==> src/rtl/lockout_timer.sv <==
// Countdown lockout timer: loads a seconds count, decrements on each 1 Hz tick edge, pulses done on expiry.
// Latency: a tick_in rise sampled at edge k moves sec_left at edge k+1; start/cancel act on the next edge.
// Backpressure: none; start, cancel and tick_in are level-sampled every cycle and never stalled.
module lockout_timer #(
  parameter int MAX_SEC = 99
) (
  input  logic       clk_ht,
  input  logic       reset,
  input  logic       tick_in,
  input  logic       start,
  input  logic [7:0] load_sec,
  input  logic       cancel,
  output logic       busy,
  output logic       done,
  output logic [7:0] sec_left,
  output logic [3:0] sec_tens,
  output logic [3:0] sec_ones
);

  typedef enum logic [1:0] {
    IDLE   = 2'd0,
    RUN    = 2'd1,
    EXPIRE = 2'd2
  } state_t;

  localparam logic [7:0] MAX_LOAD = 8'(MAX_SEC);

  state_t     state;
  state_t     state_nxt;
  logic [7:0] sec_nxt;
  logic [7:0] load_clamped;
  logic       t1;
  logic       t2;
  logic       tick_armed;
  logic       tick_rise;

  // Two-stage sampler for tick_in; tick_armed only sets once tick_in has been
  // seen low after reset, so a tick already high at release is not a rise.
  always_ff @(posedge clk_ht) begin
    if (reset) begin
      t1         <= 1'b0;
      t2         <= 1'b0;
      tick_armed <= 1'b0;
    end else begin
      t1 <= tick_in;
      t2 <= t1;
      if (!tick_in) begin
        tick_armed <= 1'b1;
      end
    end
  end

  assign tick_rise    = t1 & ~t2 & tick_armed;
  assign load_clamped = (load_sec > MAX_LOAD) ? MAX_LOAD : load_sec;

  // State and remaining-seconds registers.
  always_ff @(posedge clk_ht) begin
    if (reset) begin
      state    <= IDLE;
      sec_left <= 8'd0;
    end else begin
      state    <= state_nxt;
      sec_left <= sec_nxt;
    end
  end

  // Next-state logic: cancel beats start, start beats a same-cycle tick.
  always_comb begin
    state_nxt = state;
    sec_nxt   = sec_left;
    if (cancel) begin
      state_nxt = IDLE;
      sec_nxt   = 8'd0;
    end else begin
      case (state)
        IDLE, EXPIRE: begin
          if (start) begin
            if (load_sec == 8'd0) begin
              state_nxt = EXPIRE;
              sec_nxt   = 8'd0;
            end else begin
              state_nxt = RUN;
              sec_nxt   = load_clamped;
            end
          end else if (state == EXPIRE) begin
            state_nxt = IDLE;
          end
        end
        RUN: begin
          if (start) begin
            if (load_sec == 8'd0) begin
              state_nxt = EXPIRE;
              sec_nxt   = 8'd0;
            end else begin
              sec_nxt = load_clamped;
            end
          end else if (tick_rise) begin
            if (sec_left > 8'd1) begin
              sec_nxt = sec_left - 8'd1;
            end else begin
              state_nxt = EXPIRE;
              sec_nxt   = 8'd0;
            end
          end
        end
        default: begin
          state_nxt = IDLE;
          sec_nxt   = 8'd0;
        end
      endcase
    end
  end

  assign busy     = (state == RUN);
  assign done     = (state == EXPIRE);
  // sec_left never exceeds 99, so both digits stay within 0..9.
  assign sec_tens = 4'(sec_left / 8'd10);
  assign sec_ones = 4'(sec_left % 8'd10);

endmodule

==> config.mk <==
export PLATFORM = sky130hd
export DESIGN_NAME = lockout_timer
export DESIGN_NICKNAME = d
export VERILOG_FILES = /design/src/rtl/lockout_timer.sv
export SDC_FILE = /design/constraint.sdc
export NUM_CORES = 1
export LEC_CHECK = 0
export ABC_CLOCK_PERIOD_IN_PS = 2400
export BUFFER_PORTS_ARGS = -buffer_cell sky130_fd_sc_hd__buf_4
export CAP_MARGIN = 0
export CORE_MARGIN = 4
export CORE_UTILIZATION = 35
export CTS_CLUSTER_DIAMETER = 100
export CTS_CLUSTER_SIZE = 12
export DETAILED_ROUTE_END_ITERATION = 8
export SETUP_SLACK_MARGIN = 0.02
export SLEW_MARGIN = 20
export SYNTH_ARGS = -nofsm -noshare
export SYNTH_HDL_FRONTEND = slang
export SYNTH_SLANG_ARGS = --single-unit
==> constraint.sdc <==
create_clock -name clk_ht -period 2.4 [get_ports clk_ht]
set_input_delay 0.12 -clock clk_ht [delete_from_list [all_inputs] [get_ports clk_ht]]
set_output_delay 0.12 -clock clk_ht [all_outputs]
set_load 0.01 [all_outputs]
==> results.sh, run 1 <==
export IMPL_antenna_violations_before_repair=0
export IMPL_max_h_tree_level=1
export IMPL_drc=0
export IMPL_groute_usage_overall_pct=15.2
export IMPL_hold_ws_ns=0.0590
export IMPL_grt_first_pass_wirelength_mm=7.72
export IMPL_powerDensity_mw_per_mm2=322
export IMPL_maxClockFrequency_mhz=430
export IMPL_initial_core_util_pct=36.7
export IMPL_cell_breakdown_of_the_critical_path="nand2b_1, a2bb2oi_2, nor2_1, a211oi_1, o311ai_1, o32a_1, buf_4"
export IMPL_end_kind="output pin"
export IMPL_worstReg2RegStart="sec_left[6]"
export IMPL_synth_enable_flop_cells=0
export IMPL_timing_final_max_slew_violations=0
export IMPL_timing_hold_worst_class="primary input to flip-flop"
export IMPL_placed_cell_area_sq_mm=0.00196
export IMPL_period_share_pct=96.9
export IMPL_wirelength_mm=4.57
export IMPL_final_setup_viol_count=0
export IMPL_power_leakage_nw=0.803
export IMPL_drtPass1Iterations=4
export IMPL_peakVddDrop_v=0.000388
export IMPL_clock_root_buffer="sky130_fd_sc_hd__clkbuf_8"
export IMPL_final_cell_mix="sky130_fd_sc_hd__buf_4, sky130_fd_sc_hd__a21oi_1, sky130_fd_sc_hd__o21ai_0, sky130_fd_sc_hd__nor2_1, sky130_fd_sc_hd__nand2_1"
export IMPL_die_x_microns=76.3
export IMPL_finalInstanceArea_sq_mm=0.00206
export IMPL_timing_final_ws_setup_ns=0.0754
export IMPL_placement_io_buffers=30
export IMPL_mostFrequentLayoutCell="sky130_fd_sc_hd__buf_4"
export IMPL_postSynth_topFlopCell="sky130_fd_sc_hd__dfxtp_1"
export IMPL_synth_seq_area_share_pct=15.9
export IMPL_insertion_delay_ns=0.24
export IMPL_die_height_microns=76.3
export IMPL_postSynthRegisterBits=13
export IMPL_place_ws_ns=0.209
export IMPL_post_syn_nets=261
export IMPL_cells_after_synthesis=244
export IMPL_syn_cell_area_sq_mm=0.00163
export IMPL_timing_hold_worst_start="tick_in"
export IMPL_crit_required_ns=2.28
export IMPL_finalNetCount=287
export IMPL_critical_path_max_stage_delay_ns=0.52
export IMPL_path_max_fanout=9
export IMPL_finalCriticalPeriod_ns=2.32
export IMPL_met3_grt_util_pct=1.30
export IMPL_grt_start_max_net_pins=35
export IMPL_route_detailed_wl_per_inst_microns=14.2
export IMPL_synth_cell_type_count=59
export IMPL_core_region_area_sq_mm=0.00444
export IMPL_worst_clock_skew_ns=0.00283
export IMPL_global_route_peak_usage_layer="met2"
export IMPL_whs_path_depth=2
export IMPL_proportion_of_layout_cells_with_a_drive_suffix_above_1_pct=27.1
export IMPL_layout_core_utilization_pct=46.3
export IMPL_path_clk_slew_ns=0.06
export IMPL_drtIter0Drc=127
export IMPL_viasPerCell=5.70
export IMPL_clock_sinks=13
export IMPL_maxcap_violations=0
export IMPL_reg2reg_slack_ns=0.29
export IMPL_cts_made_buffers=3
export IMPL_io_pin_count=31
export IMPL_worst_ep_arrival_time_ns=2.20
export IMPL_cts_setup_buffers=0
export IMPL_timing_critical_path_from_type="flip-flop"
export IMPL_outcome="completed"
export IMPL_die_area_sq_mm=0.00582
export IMPL_path_depth_of_the_worst_reg2reg_path=7
export IMPL_startpoint_to_endpoint_class_of_the_critical_path="flip-flop to output pin"
export IMPL_cts_max_path_buffers=2
export IMPL_ctsHoldBuffers=0
export IMPL_ys_warnings_count=0
export IMPL_min_to="tick_armed"
export IMPL_rsz_0062_raised_after_global_routing="yes"
export IMPL_floorplan_rows=24
export IMPL_global_route_usage_met1_pct=20.7
export IMPL_report_final_hold_viol_count=0
export IMPL_total_power_mw=0.663
export IMPL_area_growth_syn_to_layout_pct=26.1
export IMPL_syn_area_per_cell_sq_um=6.69
export IMPL_clock_tree_from_tritoncts="yes"
export IMPL_timing_slew_headroom_pct=61.2
export IMPL_regToRegEndpoint="sec_left[5]"
export IMPL_synth_async_sr_flop_share_pct=0
export IMPL_cp_slowest_cell="sky130_fd_sc_hd__dfxtp_1"
export IMPL_first_global_vias=1655
export IMPL_groute_layer_met2_usage_pct=26.3
export IMPL_rd_place_congestion=0.855
export IMPL_globalRoute_totalOverflow=0
export IMPL_route_vias_total=1829
export IMPL_antenna_violating_nets_post_route=0
export IMPL_antennaDiodeCount=0
export IMPL_hpwl_mm=3.42
export IMPL_max_slew_worst_pin_slew_ns=0.581
-- power by group --
group / total [mW] / switching (mW) / internal [mW] / leakage [nW]
sequential: 0.235 / 0.0103 / 0.225 / 0.108
combinational: 0.234 / 0.125 / 0.109 / 0.672
clock: 0.194 / 0.0772 / 0.117 / 0.0228
-- registers in the layout (all words and copies together), names as in the netlist --
register    flops
sec_left        8
state           2
tick_armed      1
t1              1
t2              1
-- per-layer routing --
| layer | vias up | share of wire (%) |
|---|---|---|
| met5 | - | 0 |
| li1 | 945 | - |
| met4 | 0 | 1.6 |
| met1 | 823 | 46 |
| met3 | 6 | 5.2 |
| met2 | 55 | 47 |
-- cell families after synthesis --
logic type,count (synthesis),synth area share [%]
flops,13,15.9
mux,5,3.14
buf+inv,35,9.96
xor+xnor,7,3.75
compound gates,91,36.2
simple gates,89,27.9
fa+ha+maj,4,3.07
-- what timing repair did --
item | 4_1_cts | 5_1_grt
resized for setup | 4 | 15
pin swaps | 0 | 4
endpoints found under the hold margin | 0 | 0
setup endpoints to repair | 2 | 3
-- how the worst max path moves through the flow --
| stage | start | end | slack (ns) | cells after the start |
|---|---|---|---|---|
| 4_1_cts | sec_left[5] | sec_ones[2] | 0.03 | 8 |
| 3_3_place_gp | sec_left[3] | sec_ones[1] | 0.26 | 7 |
| 5_1_grt | sec_left[6] | sec_ones[1] | -0.05 | 7 |
| 6_report | sec_left[6] | sec_ones[1] | 0.08 | 7 |
| 2_1_floorplan | sec_left[1] | sec_left[6] | 0.24 | 9 |
| 3_5_place_dp | sec_left[3] | sec_ones[1] | 0.21 | 7 |
-- final cells by class --
type / instances / area (sq um)
repair buffers: 47 / 390
well taps: 52 / 65.1
flip-flops and latches: 13 / 265
multi-input cells: 196 / 1260
fillers: 468 / 2380
inverters: 9 / 33.8
clock buffers: 4 / 45.0
-- synthesized netlist by cell type, types with 3 or more instances --
| master | count | share of area, % |
|---|---|---|
| sky130_fd_sc_hd__dfxtp_1 | 13 | 16 |
| sky130_fd_sc_hd__nor2b_1 | 5 | 1.9 |
| sky130_fd_sc_hd__nor3b_1 | 3 | 1.4 |
| sky130_fd_sc_hd__o21ai_0 | 25 | 7.7 |
| sky130_fd_sc_hd__buf_4 | 4 | 1.8 |
| sky130_fd_sc_hd__nand2_1 | 20 | 4.6 |
| sky130_fd_sc_hd__a211oi_1 | 5 | 2.3 |
| sky130_fd_sc_hd__nor2_1 | 23 | 5.3 |
| sky130_fd_sc_hd__nand3_1 | 5 | 1.5 |
| sky130_fd_sc_hd__mux2i_1 | 4 | 2.5 |
| sky130_fd_sc_hd__nand2b_1 | 4 | 1.5 |
| sky130_fd_sc_hd__buf_2 | 6 | 1.8 |
| sky130_fd_sc_hd__nor4_1 | 3 | 1.1 |
| sky130_fd_sc_hd__inv_1 | 8 | 1.8 |
| sky130_fd_sc_hd__a31oi_1 | 4 | 1.5 |
| sky130_fd_sc_hd__ha_1 | 4 | 3.1 |
| sky130_fd_sc_hd__a21oi_1 | 25 | 7.7 |
| sky130_fd_sc_hd__o31ai_1 | 3 | 1.4 |
| sky130_fd_sc_hd__clkbuf_1 | 12 | 2.8 |
| sky130_fd_sc_hd__nor3_1 | 11 | 3.4 |
| sky130_fd_sc_hd__xor2_1 | 5 | 2.7 |
| sky130_fd_sc_hd__o211ai_1 | 4 | 1.8 |
| sky130_fd_sc_hd__o311ai_0 | 3 | 1.6 |
-- critical path, delay by kind of cell, from the launching register on --
| family | cells | cell delay [ns] |
|---|---|---|
| buffers and inverters | 1 | 0.14 |
| AO/OA/AOI/OAI | 4 | 0.96 |
| AND/OR/NAND/NOR | 2 | 0.34 |
| flip-flops | 1 | 0.52 |
-- per-stage QoR --
step	TNS, ns	instances
6_report	0	321
5_1_grt	-0.0484	321
4_1_cts	0	321
3_5_place_dp	0	317
3_3_place_gp	0	317
2_1_floorplan	0	244
No activity file was read; power rests on OpenSTA's default activity.
==> run 2: changes to the inputs <==
==> constraint.sdc (replaced) <==
create_clock -name clk_ht -period 2.4 [get_ports clk_ht]
set_input_delay 0 -clock clk_ht [delete_from_list [all_inputs] [get_ports clk_ht]]
set_output_delay 0 -clock clk_ht [all_outputs]
set_load 0.01 [all_outputs]
==> run 2 against run 1 <==
  * Combinational power is essentially flat
  * Sequential share of layout area up 0.11 points
  * Global-route usage grew 0.28 points
  * Register-to-register slack barely moved
  * Final cell count rose by 0.93%
  * Setup slack better by 0.089 ns
  * Sequential power about the same
  * Die area did not move
  * Wire length barely moved
  * Cell area decreased by 0.85%
  * Critical path depth is 1 higher
==> results.sh, run 2 (synthesized netlist as in run 1, its figures left out) <==
export IMPL_max_h_tree_level=1
export IMPL_power_leakage_nw=0.807
export IMPL_route_met2_wl_mm=2.12
export IMPL_layout_filler_cells=472
export IMPL_crit_required_ns=2.40
export IMPL_timing_hold_worst_class="primary input to flip-flop"
export IMPL_end_kind="output pin"
export IMPL_antennaDiodeCount=0
export IMPL_final_setup_viol_count=0
export IMPL_globalRoute_totalOverflow=0
export IMPL_insertion_delay_ns=0.24
export IMPL_met3WireLength_microns=164
export IMPL_cts_made_buffers=3
export IMPL_place_ws_ns=0.240
export IMPL_worst_ep_arrival_time_ns=2.24
export IMPL_timing_final_ws_setup_ns=0.164
export IMPL_regToRegEndpoint="sec_left[6]"
export IMPL_peakVddDrop_v=0.000322
export IMPL_antenna_violating_nets_post_route=0
export IMPL_die_area_sq_mm=0.00582
export IMPL_critical_path_top_delay_family="compound AO/OA/AOI/OAI gates"
export IMPL_clock_sinks=13
export IMPL_worstReg2RegStart="sec_left[0]"
export IMPL_timing_slew_headroom_pct=64.4
export IMPL_min_to="sec_left[0]"
export IMPL_route_layer_met1_wl_mm=2.20
export IMPL_maxcap_violations=0
export IMPL_die_x_microns=76.3
export IMPL_powerDensity_mw_per_mm2=326
export IMPL_hpwl_mm=3.41
export IMPL_drtPass1Iterations=4
export IMPL_groute_usage_overall_pct=15.5
export IMPL_timing_critical_path_from_type="flip-flop"
export IMPL_floorplan_rows=24
export IMPL_route_detailed_wl_per_inst_microns=14.1
export IMPL_rsz_0062_raised_after_global_routing="no"
export IMPL_critical_path_max_stage_delay_ns=0.48
export IMPL_outcome="completed"
export IMPL_regMostFlops="sec_left"
export IMPL_setup_total_negative_slack_ns=0
export IMPL_final_cell_mix="sky130_fd_sc_hd__buf_4, sky130_fd_sc_hd__a21oi_1, sky130_fd_sc_hd__o21ai_0"
export IMPL_cell_breakdown_of_the_critical_path="buf_6, or3b_2, o21ai_0, o211ai_1, o221ai_1, o31ai_1, o311ai_0, buf_4"
export IMPL_route_vias_total=1795
export IMPL_max_slew_worst_pin_slew_ns=0.533
export IMPL_hold_ws_ns=0.0565
export IMPL_path_max_fanout=15
export IMPL_clock_root_buffer="sky130_fd_sc_hd__clkbuf_8"
export IMPL_path_clk_slew_ns=0.05
export IMPL_proportion_of_layout_cells_with_a_drive_suffix_above_1_pct=23.9
export IMPL_finalNetCount=290
export IMPL_largest_reg_flops=8
export IMPL_timing_final_max_slew_violations=0
export IMPL_path_depth_of_the_worst_reg2reg_path=7
export IMPL_period_share_pct=93.1
export IMPL_die_height_microns=76.3
export IMPL_critical_path_n_buffers_inverters=2
export IMPL_finalCriticalPeriod_ns=2.24
export IMPL_area_growth_syn_to_layout_pct=25.1
export IMPL_maxClockFrequency_mhz=447
export IMPL_initial_core_util_pct=36.7
export IMPL_antenna_violations_before_repair=0
export IMPL_placement_io_buffers=30
export IMPL_drc=0
export IMPL_timing_hold_worst_start="load_sec[0]"
export IMPL_mostFrequentLayoutCell="sky130_fd_sc_hd__buf_4"
export IMPL_report_final_hold_viol_count=0
export IMPL_cp_slowest_cell="sky130_fd_sc_hd__or3b_2"
export IMPL_first_global_vias=1674
export IMPL_core_region_area_sq_mm=0.00444
export IMPL_viasPerCell=5.54
export IMPL_io_pin_count=31
export IMPL_largest_regs="sec_left (8), state (2)"
export IMPL_rd_place_congestion=0.860
export IMPL_whs_path_depth=3
export IMPL_grt_first_pass_wirelength_mm=7.78
export IMPL_dr_max_layer_used="met4"
export IMPL_cts_max_path_buffers=2
export IMPL_clock_tree_from_tritoncts="yes"
export IMPL_drtIter0Drc=119
export IMPL_worst_clock_skew_ns=0.00273
export IMPL_reg2reg_slack_ns=0.28
export IMPL_startpoint_to_endpoint_class_of_the_critical_path="flip-flop to output pin"
export IMPL_wirelength_mm=4.57
export IMPL_grt_start_max_net_pins=32
==> run 2: layer usage <==
layer / global-route usage, % / up-vias
li1: - / 948
met1: 21.4 / 797
met2: 25.0 / 42
met3: 1.30 / 8
met4: 5.80 / 0
met5: 0 / -
==> run 2: area by class of cell <==
cell class	count	area (sq um)	share of cell area, %
repair buffers	50	412	20.2
multi-input cells	196	1220	59.8
clock buffers	4	45.0	2.21
well taps	52	65.1	3.19
flip-flops and latches	13	265	13.0
inverters	9	33.8	1.65
==> run 2: tightest hold or removal path, stage by stage <==
cell	delay (ns)
sky130_fd_sc_hd__buf_4	0.08
sky130_fd_sc_hd__o21ai_0	0.07
sky130_fd_sc_hd__a21oi_1	0.11
==> run 2: where the power goes <==
part           switching, mW  total, mW  internal (mW)  leakage [nW]
Sequential            0.0116      0.236          0.225         0.108
Combinational          0.123      0.234          0.111         0.676
Clock                 0.0783      0.196          0.117        0.0228
Total                  0.213      0.666          0.453         0.807
==> run 2: worst max path at each step <==
stage / start / endpoint / slack, ns / depth (start not counted)
6_report: sec_left[5] / sec_ones[2] / 0.16 / 8
5_1_grt: sec_left[6] / sec_ones[1] / 0.03 / 7
4_1_cts: sec_left[5] / sec_ones[1] / 0.04 / 7
3_5_place_dp: sec_left[0] / sec_left[6] / 0.24 / 7
3_3_place_gp: sec_left[0] / sec_left[5] / 0.25 / 7
2_1_floorplan: sec_left[1] / sec_left[6] / 0.24 / 9
==> run 2: metrics by stage <==
step	total power, mW	std cells	util (%)	area, sq um
floorplan	0.383	244	-	1630
global placement	0.468	317	43.8	1950
detailed placement	0.467	317	43.8	1950
CTS	0.670	324	45.5	2020
global route	0.708	324	45.9	2040
finish	0.666	324	45.9	2040
==> run 2: timing repair <==
action / 4_1_cts / 5_1_grt
endpoints found under the hold margin: 3 / 0
resized for setup: 0 / 8
hold buffers: 3 / 0
setup endpoints to repair: 0 / 6
buffers inserted: 0 / 0
